**src/rtl/bus_access_unit.sv**
```systemverilog
// bus_access_unit: sized load/store sequencer from the CPU datapath onto an Avalon-style bus.
// Define BAU_TIMEOUT_EN to abort a beat after TIMEOUT consecutive waitrequest cycles.
module bus_access_unit #(
    parameter int unsigned BUS_WIDTH  = 32,
    parameter int unsigned ADDR_WIDTH = 32,
    parameter int unsigned TIMEOUT    = 255
) (
    input  logic                   clk,
    input  logic                   reset,
    input  logic                   req_valid,
    output logic                   req_ready,
    input  logic                   req_write,
    input  logic [1:0]             req_size,
    input  logic                   req_signed,
    input  logic [ADDR_WIDTH-1:0]  req_addr,
    input  logic [63:0]            req_wdata,
    output logic                   resp_valid,
    output logic                   resp_err,
    output logic [63:0]            resp_rdata,
    output logic [ADDR_WIDTH-1:0]  address,
    output logic                   read,
    output logic                   write,
    input  logic                   waitrequest,
    input  logic [BUS_WIDTH-1:0]   readdata,
    output logic [BUS_WIDTH-1:0]   writedata,
    output logic [BUS_WIDTH/8-1:0] byteenable
);
    localparam int unsigned NB   = BUS_WIDTH / 8;
    localparam int unsigned OFFW = $clog2(NB);

    typedef enum logic [1:0] {IDLE, BUS, RESP} state_t;

    state_t                state_q, state_d;
    logic [ADDR_WIDTH-1:0] address_q, address_d;
    logic                  read_q, read_d;
    logic                  write_q, write_d;
    logic [BUS_WIDTH-1:0]  writedata_q, writedata_d;
    logic [NB-1:0]         byteenable_q, byteenable_d;
    logic                  resp_valid_q, resp_valid_d;
    logic                  resp_err_q, resp_err_d;
    logic [63:0]           resp_rdata_q, resp_rdata_d;
    logic [1:0]            size_q, size_d;
    logic                  signed_q, signed_d;
    logic [OFFW-1:0]       off_q, off_d;
    logic                  two_beat_q, two_beat_d;
    logic                  beat_q, beat_d;
    logic [31:0]           wdata_lo_q, wdata_lo_d;
    logic [31:0]           rd_hi_q, rd_hi_d;

`ifdef BAU_TIMEOUT_EN
    localparam int unsigned CW = $clog2(TIMEOUT + 1);
    logic [CW-1:0]         wait_cnt_q, wait_cnt_d;
`else
    logic                  unused_timeout;
    assign unused_timeout = ^32'(TIMEOUT);
`endif

    // Request decode: size in bytes, alignment, lane offset and bus-side steering.
    logic [3:0]            req_bytes;
    logic                  misaligned;
    logic                  req_two;
    logic [OFFW-1:0]       req_off;
    logic [63:0]           wmask;
    logic [BUS_WIDTH-1:0]  lane_wdata;
    logic [NB-1:0]         lane_be;

    always_comb begin
        req_bytes  = 4'(1) << req_size;
        misaligned = (req_addr[2:0] & 3'(req_bytes - 4'(1))) != 3'b000;
        req_two    = (BUS_WIDTH == 32) && (req_size == 2'd3);
        req_off    = req_addr[OFFW-1:0];
        wmask      = (64'(1) << {req_bytes, 3'b000}) - 64'(1);
        lane_wdata = req_two ? BUS_WIDTH'(req_wdata >> 32)
                             : BUS_WIDTH'((req_wdata & wmask) << {req_off, 3'b000});
        lane_be    = NB'(((16'(1) << req_bytes) - 16'(1)) << req_off);
    end

    function automatic logic [63:0] extend(input logic [63:0] raw, input logic [1:0] size,
                                           input logic sgn);
        logic [63:0] r;
        case (size)
            2'd0:    r = {{56{sgn & raw[7]}}, raw[7:0]};
            2'd1:    r = {{48{sgn & raw[15]}}, raw[15:0]};
            2'd2:    r = {{32{sgn & raw[31]}}, raw[31:0]};
            default: r = raw;
        endcase
        return r;
    endfunction

    always_comb begin
        state_d      = state_q;
        address_d    = address_q;
        read_d       = read_q;
        write_d      = write_q;
        writedata_d  = writedata_q;
        byteenable_d = byteenable_q;
        resp_valid_d = 1'b0;
        resp_err_d   = 1'b0;
        resp_rdata_d = 64'd0;
        size_d       = size_q;
        signed_d     = signed_q;
        off_d        = off_q;
        two_beat_d   = two_beat_q;
        beat_d       = beat_q;
        wdata_lo_d   = wdata_lo_q;
        rd_hi_d      = rd_hi_q;
`ifdef BAU_TIMEOUT_EN
        wait_cnt_d   = wait_cnt_q;
`endif
        case (state_q)
            IDLE: begin
                if (req_valid) begin
                    size_d     = req_size;
                    signed_d   = req_signed;
                    off_d      = req_off;
                    two_beat_d = req_two;
                    beat_d     = 1'b0;
                    wdata_lo_d = req_wdata[31:0];
                    if (misaligned) begin
                        state_d      = RESP;
                        resp_valid_d = 1'b1;
                        resp_err_d   = 1'b1;
                    end else begin
                        state_d      = BUS;
                        read_d       = !req_write;
                        write_d      = req_write;
                        address_d    = {req_addr[ADDR_WIDTH-1:OFFW], OFFW'(0)};
                        byteenable_d = lane_be;
                        writedata_d  = lane_wdata;
`ifdef BAU_TIMEOUT_EN
                        wait_cnt_d   = '0;
`endif
                    end
                end
            end
            BUS: begin
                if (!waitrequest) begin
                    if (two_beat_q && !beat_q) begin
                        // High word arrived; low word follows at the next bus address with no gap.
                        beat_d      = 1'b1;
                        address_d   = address_q + ADDR_WIDTH'(NB);
                        writedata_d = BUS_WIDTH'(wdata_lo_q);
                        rd_hi_d     = readdata[31:0];
`ifdef BAU_TIMEOUT_EN
                        wait_cnt_d  = '0;
`endif
                    end else begin
                        read_d       = 1'b0;
                        write_d      = 1'b0;
                        state_d      = RESP;
                        resp_valid_d = 1'b1;
                        if (read_q) begin
                            resp_rdata_d = extend(two_beat_q ? {rd_hi_q, readdata[31:0]}
                                                             : 64'(readdata >> {off_q, 3'b000}),
                                                  size_q, signed_q);
                        end
                    end
                end
`ifdef BAU_TIMEOUT_EN
                else if (wait_cnt_q == CW'(TIMEOUT - 1)) begin
                    read_d       = 1'b0;
                    write_d      = 1'b0;
                    state_d      = RESP;
                    resp_valid_d = 1'b1;
                    resp_err_d   = 1'b1;
                end else begin
                    wait_cnt_d = wait_cnt_q + CW'(1);
                end
`endif
            end
            RESP:    state_d = IDLE;
            default: state_d = IDLE;
        endcase
    end

    always_ff @(posedge clk) begin
        if (reset) begin
            state_q      <= IDLE;
            address_q    <= '0;
            read_q       <= 1'b0;
            write_q      <= 1'b0;
            writedata_q  <= '0;
            byteenable_q <= '0;
            resp_valid_q <= 1'b0;
            resp_err_q   <= 1'b0;
            resp_rdata_q <= 64'd0;
            size_q       <= 2'd0;
            signed_q     <= 1'b0;
            off_q        <= '0;
            two_beat_q   <= 1'b0;
            beat_q       <= 1'b0;
            wdata_lo_q   <= 32'd0;
            rd_hi_q      <= 32'd0;
`ifdef BAU_TIMEOUT_EN
            wait_cnt_q   <= '0;
`endif
        end else begin
            state_q      <= state_d;
            address_q    <= address_d;
            read_q       <= read_d;
            write_q      <= write_d;
            writedata_q  <= writedata_d;
            byteenable_q <= byteenable_d;
            resp_valid_q <= resp_valid_d;
            resp_err_q   <= resp_err_d;
            resp_rdata_q <= resp_rdata_d;
            size_q       <= size_d;
            signed_q     <= signed_d;
            off_q        <= off_d;
            two_beat_q   <= two_beat_d;
            beat_q       <= beat_d;
            wdata_lo_q   <= wdata_lo_d;
            rd_hi_q      <= rd_hi_d;
`ifdef BAU_TIMEOUT_EN
            wait_cnt_q   <= wait_cnt_d;
`endif
        end
    end

    assign req_ready  = (state_q == IDLE);
    assign address    = address_q;
    assign read       = read_q;
    assign write      = write_q;
    assign writedata  = writedata_q;
    assign byteenable = byteenable_q;
    assign resp_valid = resp_valid_q;
    assign resp_err   = resp_err_q;
    assign resp_rdata = resp_rdata_q;

endmodule

```
**config.mk**
```make
export PLATFORM = sky130hd
export DESIGN_NAME = bus_access_unit
export DESIGN_NICKNAME = d
export VERILOG_FILES = /design/src/rtl/bus_access_unit.sv
export SDC_FILE = /design/constraint.sdc
export NUM_CORES = 1
export LEC_CHECK = 0
export ABC_AREA = 1
export BUFFER_PORTS_ARGS = -buffer_cell sky130_fd_sc_hd__buf_2
export CORE_MARGIN = 2
export CORE_UTILIZATION = 53
export CTS_CLUSTER_DIAMETER = 40
export CTS_CLUSTER_SIZE = 10
export DETAILED_ROUTE_END_ITERATION = 8
export PLACE_DENSITY_LB_ADDON = 0.15
export SKIP_LAST_GASP = 1
export SLEW_MARGIN = 0
export SYNTH_ARGS = -nofsm -noshare
export SYNTH_HDL_FRONTEND = slang
export SYNTH_SLANG_ARGS = --single-unit
```
**constraint.sdc**
```tcl
create_clock -name clk -period 2.9 [get_ports clk]
set_clock_uncertainty 0.1 [all_clocks]
set_input_delay 0.87 -clock clk [delete_from_list [all_inputs] [get_ports clk]]
set_output_delay 0.87 -clock clk [all_outputs]
set_load 0.02 [all_outputs]
```
==> run_results.csv <==
group,metric,value,unit
timing,setup_slack,0.641,ns
die,die_h,143,um
global_routing,grt_pass1_vias,10200,
timing,hold_slack,0.352,ns
timing,period_share,0.779,
route,ant_nets,0,
placement,pre_cts_ws,0.144,ns
route,dr.pass1.iters,5,
timing,drv_slew,0,
critical_path,cp-end-kind,"register",
yosys,yosysUniqueCellTypes,36,
die,boundaryPins,273,
yosys,postSynthAreaPerCell,6.46,um2
critical_path,start_kind,"register",
die,rows,50,
critical_path,worstPathArrival,2.59,ns
clock_network,tritoncts,"yes",
route,vias,11200,
timing,fmax,0.443,GHz
die,core_area,18800,um2
cells_and_area,final_util,0.675,
pwr,powerDensity,644,nW/um2
route,drt_iter0_drc,836,
min_path,hold_class,"reg2reg",
placement,hpwl,22.6,mm
global_routing,grt.overflow.total,0,
placement,dpl-instance-area,11700,um2
global_routing,antenna_found_initial,1,
die,die_width,143,um
critical_path,cp_slowest_cell,"dfxtp_1",
route,routed_wl,31.7,mm
timing,fin_tns_setup,0,ns
cells_and_area,nets,1954,
timing,setup_viol,0,
cells_and_area,drive_above_1_share,0.206,
placement,place.gp.congestion,0.971,
pwr,vdd_drop_max,0.516,mV
die,start_util,0.543,
cells_and_area,area_delta_synth_final,24.4,%
outcome,status,"completed",
cells_and_area,stdcell_area,12700,um2
clock_network,clk_pin_slew,0.05,ns
critical_path,worstSetupPathType,"reg2reg",
route,drc_errors,0,
global_routing,grt_usage,0.303,
critical_path,worstPathMaxFanout,21,
yosys,ys_ff_latch,207,
yosys,netlist_area,10200,um2
clock_network,root_buffer,"clkbuf_16",
critical_path,worstPathRequired,3.23,ns
clock_network,post-cts-setup-buffer-count,0,
global_routing,grt_pass1_wl,50.2,mm
timing,hold_viol_final,0,
yosys,ys_warn_count,0,
clock_network,postCtsHoldBufs,0,
route,wl_per_cell,15.1,um
run,drv_cap,0,
timing,timing.max_slew.rel_slack,0.613,
critical_path,cp_cell_sequence,"inv_4 -> o21ai_4 -> inv_2 -> nand3_1 -> nand3_2 -> o21ai_2 -> inv_2 -> buf_12 -> nand3_1 -> nand2_1 -> inv_1",
clock_network,clockBufferDepth,3,
critical_path,slowest_delay,0.42,ns
critical_path,cp_num_buf_inv,5,
clock_network,cts_resized,0,
yosys,syn_inst,1582,
placement,port_buffers,270,
critical_path,crit_family,"buffers and inverters",
die,die_area,20400,um2
clock_network,htree_levels,1,
timing,rsz0062_at_grt,"false",
yosys,synth-seq-area-share,0.405,
timing,period_minus_slack,2.26,ns
pwr,p_leak,0.00635,uW
clock_network,cts_buffers,31,
timing,tightest_slew,0.581,ns
clock_network,cts.sinks,207,
route,vias_per_cell,5.34,
global_routing,grt_max_degree,100,
clock_network,clk_latency,0.53,ns
## layout by cell type (no fill, tap or decap), drive strengths merged, types with 5 or more instances in the layout
master,Yosys,layout
o211ai,12,12
buf,53,296
inv,152,155
clkinv,1,5
a21oi,120,120
nand4,6,6
nor2,242,242
o21ai,200,200
nand3,108,108
dfxtp,207,207
o22ai,11,11
clkbuf,44,39
nand2,398,398
a31oi,8,8
## power breakdown
part	switching (uW)	internal, uW
clock network	1290	2240
registers	159	3040
logic	960	485
## stage by stage
step           cells  total power (uW)
3_5_place_dp    2042              4680
2_1_floorplan   1583              4180
5_1_grt         2093              8560
6_report        2093              8180
3_3_place_gp    2042              4660
4_1_cts         2092              8210
## registers in the layout (all words and copies together), names as in the netlist, 4 cells and up
register / flops
resp_rdata: 64
rd_hi_q: 32
wdata_lo_q: 32
writedata: 32
address: 30
byteenable: 4
## logic make-up after synthesis
kind of cell    Yosys count  synth area share
other cells               1          0.000367
compound gates          359             0.185
buf+inv                 250             0.102
simple gates            761             0.303
xor+xnor                  1          0.000857
fa+ha+maj                 3           0.00367
flops                   207             0.405
## layer usage
layer  up-vias  GRT usage  wire, um
met2       567      0.495     14700
li1       5543          -         -
met5         -          0         0
met1      4979      0.402     13000
met4         0      0.118      1100
met3        85     0.0500      2880
## worst register-to-register path, cell delays in order, from the launching register on
cell and delay, ns:
dfxtp_1 0.42, inv_4 0.22, o21ai_4 0.13, inv_2 0.29
nand3_1 0.19, nand3_2 0.12, o21ai_2 0.06, inv_2 0.22
buf_12 0.20, nand3_1 0.08, nand2_1 0.10, inv_1 0.04
## final timing paths
path	start	to	slack, ns	cells past startpoint
hold / removal	wdata_lo_q[19]	wdata_lo_q[19]	0.35	2
hold reg to reg	wdata_lo_q[19]	wdata_lo_q[19]	0.35	2
setup / recovery	two_beat_q	resp_rdata[45]	0.64	11
setup reg to reg	two_beat_q	resp_rdata[45]	0.64	11
## final cells by class
cell class	count	area, um2
Antenna cell	1	2.50
Sequential cell	207	4140
Timing Repair Buffer	296	1620
Clock buffer	39	856
Clock inverter	11	133
Fill cell	1777	6110
Multi-Input combinational cell	1126	5060
Tap cell	260	325
Inverter	153	577
## Yosys cell counts (all sizes together)
library cell,count,area (um2)
o21ai,200,1020
nand3,108,556
o211ai,12,90.1
nand4,6,37.5
a31oi,8,50.1
or2,2,12.5
ha,3,37.5
inv,152,573
xor2,1,8.76
a21oi,120,601
clkinv,1,3.75
o22ai,11,68.8
nor2,242,941
nand2,398,1520
nor4,1,6.26
dfxtp,207,4140
nor3,4,20.0
buf,53,299
conb,1,3.75
a211oi,4,30.0
o221ai,4,35.0
clkbuf,44,168
(Power assumes the default switching activity.)
